$ cat config.mk
export PLATFORM = sky130hd
export DESIGN_NAME = seq_detect_param
export DESIGN_NICKNAME = d
export VERILOG_FILES = /design/src/rtl/seq_detect_param.sv
export SDC_FILE = /design/constraint.sdc
export NUM_CORES = 1
export LEC_CHECK = 0
export BUFFER_PORTS_ARGS = -buffer_cell sky130_fd_sc_hd__buf_2
export CAP_MARGIN = 20
export CORE_MARGIN = 10
export CORE_UTILIZATION = 40
export CTS_BUF_LIST = sky130_fd_sc_hd__clkbuf_2 sky130_fd_sc_hd__clkbuf_4 sky130_fd_sc_hd__clkbuf_8
export CTS_CLUSTER_DIAMETER = 30
export CTS_CLUSTER_SIZE = 25
export DETAILED_ROUTE_END_ITERATION = 10
export HOLD_SLACK_MARGIN = 0.1
export PLACE_DENSITY = 0.67
export SLEW_MARGIN = 20
export SYNTH_ARGS = -nofsm -noshare
export SYNTH_HDL_FRONTEND = slang
export SYNTH_SLANG_ARGS = --single-unit
$ cat constraint.sdc
create_clock -name clk -period 3.36 [get_ports clk]
set_clock_uncertainty 0.1 [all_clocks]
set_input_delay 0.504 -clock clk [delete_from_list [all_inputs] [get_ports clk]]
set_output_delay 0.504 -clock clk [all_outputs]
set_load 0.01 [all_outputs]
$ cat src/rtl/seq_detect_param.sv
// rtl/seq_detect_param.sv - parameterised Mealy serial-sequence detector with loadable pattern.
// Optional saturating match counter is built when SEQDET_COUNT_EN is defined.
module seq_detect_param #(
  parameter int           N       = 4,
  parameter logic [N-1:0] PATTERN = 4'b1101,
  parameter int           CNT_W   = 8
) (
  input  logic             clk,
  input  logic             reset,
  input  logic             x,
  input  logic             valid,
  input  logic             overlap,
  input  logic             load,
  input  logic [N-1:0]     pat_in,
  input  logic             clr_count,
  output logic             z,
  output logic [CNT_W-1:0] match_count
);

  localparam int             FW       = $clog2(N);
  localparam logic [FW-1:0]  FILL_MAX = FW'(N - 1);

  logic [N-1:0]  pat, pat_d;
  logic [N-2:0]  hist, hist_d;
  logic [FW-1:0] fill, fill_d;
  logic [N-1:0]  window;
  logic          accept;
  logic          match;

  always_ff @(posedge clk or posedge reset) begin
    if (reset) begin
      pat  <= PATTERN;
      hist <= '0;
      fill <= '0;
    end else begin
      pat  <= pat_d;
      hist <= hist_d;
      fill <= fill_d;
    end
  end

  // Full history is kept, so overlapping mode needs no failure function.
  always_comb begin
    pat_d  = pat;
    hist_d = hist;
    fill_d = fill;
    window = {hist, x};
    accept = valid & ~load;
    match  = accept & (fill == FILL_MAX) & (window == pat);
    if (load) begin
      pat_d  = pat_in;
      fill_d = '0;
    end else if (accept) begin
      if (match && !overlap) begin
        fill_d = '0;
      end else begin
        hist_d = window[N-2:0];
        fill_d = (fill == FILL_MAX) ? fill : fill + 1'b1;
      end
    end
  end

  assign z = match & ~reset;

`ifdef SEQDET_COUNT_EN
  logic [CNT_W-1:0] cnt;

  always_ff @(posedge clk or posedge reset) begin
    if (reset) begin
      cnt <= '0;
    end else if (clr_count) begin
      cnt <= '0;
    end else if (match && (cnt != {CNT_W{1'b1}})) begin
      cnt <= cnt + 1'b1;
    end
  end

  assign match_count = cnt;
`else
  logic unused_clr_count;

  assign unused_clr_count = clr_count;
  assign match_count      = '0;
`endif

endmodule

# --- Word level (Yosys, flattened, before mapping) ---
# Cells that the tools add are included.
classes:
  addsub: 1
  eq_ne: 3
  mux: 4
  bitwise: 7
  reduce_logical: 5
ops:
  columns: ["operator", "n"]
  rows:
  - ["2-bit two-way mux", 4]
  - ["1-bit AND", 4]
  - ["4-bit equality test", 1]
  - ["3-bit inequality test, second input constant", 1]
  - ["1-bit inverter", 3]
  - ["3-bit AND reduction", 1]
  - ["2-bit by 1-bit adder with 2-bit output, second input constant", 1]
  - ["2-bit equality test, second input constant", 1]
  - ["2-bit AND reduction", 1]
  - ["2-bit nonzero test", 1]
  - ["1-bit logical AND", 1]
  - ["1-bit zero test", 1]
word_totals:
  register_bits: 9
  inputBits: 11
  out_inout_bits: 9
  elab_cells: 23

# --- Logic depth before layout (Yosys ltp) ---
logic_depth:
  depth_word: 8
  mapped_depth: 5
  mapped_depth_nobuf: 5

# --- Least setup slack after synthesis ---
# No wires, ideal clock.
synth_path:
  path_kind: "input-to-output"
  start: "input load"
  end: "output z"
  t_arrival_ns: 1.321
  required_ns: 2.756
  path_slack_ns: 1.435
  path_stages: 3
  n_path_buf: 1
  path_cell_list: "buf_2 nor2b_1 nor4b_1"
synth_between:
  elab_chain_cells: 5
synth_rtl:
  columns: ["element", "line", "text"]
  rows:
  - ["start: declaration", "13", "input logic load,"]
  - ["1-bit inverter", "48", "accept = valid & ~load;"]
  - ["1-bit AND", "48", null]
  - ["1-bit AND (2 in series)", "49", "match = accept & (fill == FILL_MAX) & (window == pat);"]
  - ["1-bit AND", "63", "assign z = match & ~reset;"]
  - ["end: declaration", "16", "output logic z,"]
# Every way passes these cells.

# --- Worst setup path in the final report ---
layout_path:
  start: "register pat[3]"
  end: "output z"
layout_between:
  elab_chain_cells: 3
layout_rtl:
  columns: ["element", "line", "text"]
  rows:
  - ["start: declaration", "23", "logic [N-1:0] pat, pat_d;"]
  - ["start signal: assignment", "36", "pat <= pat_d;"]
  - ["4-bit equality test", "49", null]
  - ["1-bit AND", "49", null]
  - ["1-bit AND", "63", null]
# Every way passes these cells.

==> results.py <==
metrics = {
    "detailed_routing": {
        "vias": 345,
        "vias_per_cell": 4.54,
        "routed_wirelength_um": 895,
        "drc": 0,
        "first_pass_iters": 1,
        "wire_per_inst_um": 11.8,
        "drt_iter0_drc": 0,
        "ant_nets": 0,
    },
    "timing": {
        "hold_viol_final": 0,
        "fmax_ghz": 0.464,
        "tns_ns": 0,
        "maxSlewViolCount": 0,
        "setup_violations": 0,
        "rsz0062_at_grt": "no",
        "post-route-period-util_pct": 64.2,
        "min_period_ns": 2.16,
    },
    "synth": {
        "yosysMostFrequentCell": "buf_4",
        "synth.area.top_cells": "dfrtp_1 28%, dfstp_2 15%, buf_4 11%, mux2_2 8.3%, xnor2_1 6.5%",
        "async_flop_share_pct": 100,
        "synth_common_cells": "8 x buf_4, 6 x dfrtp_1, 4 x mux2_2, 4 x nor2_1, 4 x xnor2_1",
        "synth_ff_type": "dfrtp_1",
        "synth_area_per_cell_um2": 11.1,
        "netlist_area_um2": 542,
        "synth_enable_flop_cells": 0,
        "synth_top_area_cell": "dfrtp_1",
        "synth.yosys.seq_area_share_pct": 42.3,
        "ys_seq_elements": 9,
        "syn_inst": 49,
        "post_synth_num_cell_types": 21,
        "synth_top_area_share_pct": 27.7,
        "yosysWarningCount": 0,
    },
    "floorplan": {
        "die-area_mm2": 0.00323,
        "core_area_mm2": 0.00128,
        "die_w_um": 56.8,
        "core.rowCount": 13,
        "ioPinCount": 20,
        "die_y_um": 56.8,
        "start_util_pct": 42.2,
    },
    "global_routing": {
        "overflow": 0,
        "track_usage_pct": 5.82,
        "grt_max_degree": 10,
        "antenna_found_initial": 0,
        "grt_pass1_wl_um": 1470,
        "grt_pass1_vias": 335,
    },
    "worst_setup_path": {
        "cp_data_arrival_time_ns": 1.55,
        "worst_path_max_delay_cell": "dfstp_2",
        "path_class": "reg -> out",
        "critPathMaxStageDelay_ns": 0.54,
        "cp_cell_sequence": "xnor2_1 > nand3_2 > nor4b_1 > buf_2",
        "worstSetupEndpointType": "output port",
        "worstPathRequired_ns": 2.76,
        "path_max_fanout": 4,
        "start_kind": "flip-flop",
    },
    "pwr": {
        "power_density_mw_per_mm2": 476,
        "leakagePower_nw": 0.275,
        "peakVddDrop_v": 0.000229,
    },
    "clock_network": {
        "cts_tree": "done",
        "cts_resized": 0,
        "clock_sinks": 9,
        "clk_path_buf_depth": 2,
        "root_buffer": "clkbuf_4",
        "insertion_delay_ns": 0.26,
        "cts_buffers": 3,
        "cts_hold_buf": 0,
        "post_cts_buffers": 0,
        "cts.clk_slew.worst_paths_ns": 0.06,
        "h-tree-depth": 1,
    },
    "finish": {
        "fin_util_pct": 46.8,
        "nets": 74,
        "layout-drive-gt1-share_pct": 39.3,
        "area_growth_pct": 11.1,
        "diodes": 0,
        "fin_cells": 76,
    },
    "outcome": {
        "outcome": "complete, no violations",
    },
    "placement": {
        "dp_cells": 72,
        "hpwl_um": 743,
        "place.gp.congestion": 0.727,
        "portBuffers": 10,
    },
    "run": {
        "maxCapViolations": 0,
    },
    "worst_hold_path": {
        "hp-class": "in -> async",
    },
}
==> cell usage in the layout (no fill, tap or decap) <==
cell      count
ha_1          1
dfstp_2       3
mux2_1        3
nand3_2       1
nand2_1       3
inv_1         1
nor2_1        4
buf_2        10
nor2b_1       1
dfrtp_1       6
xnor2_1       4
o21ai_4       1
o211ai_1      1
mux2i_1       1
conb_1        8
mux2_2        4
o31ai_1       1
nand3b_2      1
nor4b_1       1
clkbuf_4      4
a21oi_1       2
==> layout make-up <==
class | count | area, um^2
tap | 15 | 18.8
sequential | 9 | 229
inverter | 1 | 3.75
multi-input combinational | 37 | 270
timing repair buffer | 10 | 50.0
clock buffer | 4 | 30.0
fill | 129 | 683
==> cell families after synthesis <==
kind of cell	count (synthesis)	share of synthesized area [%]
AOI/OAI and AO/OA	5	7.62
DFF	9	42.3
buffers and inverters	10	12.7
and+or+nand+nor	11	11.5
muxes	8	16.4
other	1	0.692
xor gates and xnor gates	4	6.47
adders and majority gates	1	2.31
==> where the power goes <==
part / switching, W / internal, W / total (W) / leakage, nW
sequential: 0.0000116 / 0.000127 / 0.000139 / 0.105
combinational: 0.0000286 / 0.0000282 / 0.0000568 / 0.151
clock: 0.0000375 / 0.0000538 / 0.0000914 / 0.0184
total: 0.0000777 / 0.000209 / 0.000287 / 0.275
==> registers in the layout (all words and copies together) (netlist names) <==
| signal | flops |
|---|---|
| fill | 2 |
| pat | 4 |
| hist | 3 |
==> stage by stage <==
stage	instance area, um^2	power, W	hold WS (ns)	setup slack, ns
after global placement	572	0.000197	0.389	1.32
after global routing	602	0.000307	0.122	1.06
final	602	0.000287	0.102	1.20
after floorplan	568	0.000192	0.230	1.44
after CTS	602	0.000293	0.105	1.18
after detailed placement	572	0.000198	0.394	1.35
==> metal layers <==
metal  vias up  share of wire [%]  GRT usage [%]
li1        172                  -              -
met1       151                 46           6.40
met2        18                 39           7.05
met3         4                 11           3.60
met4         0                3.0           6.04
met5         -                  0              0
==> final timing paths <==
path	startpoint	end	slack, ns	depth (start not counted)
max reg2reg	pat[3]	hist[2]	1.78	4
min	reset	hist[1]	0.10	2
min in group clk	pat_in[1]	pat[1]	0.37	2
min reg2reg	hist[2]	hist[2]	0.41	1
max	pat[3]	z	1.20	4
max in group asynchronous	reset	pat[3]	2.76	2
==> critical path, delay by kind of cell, from the launching register on <==
family / cells / cell delay, ns
xor+xnor: 1 / 0.13
buf+inv: 1 / 0.18
flops: 1 / 0.54
simple gates: 2 / 0.45
(Power assumes the default switching activity.)
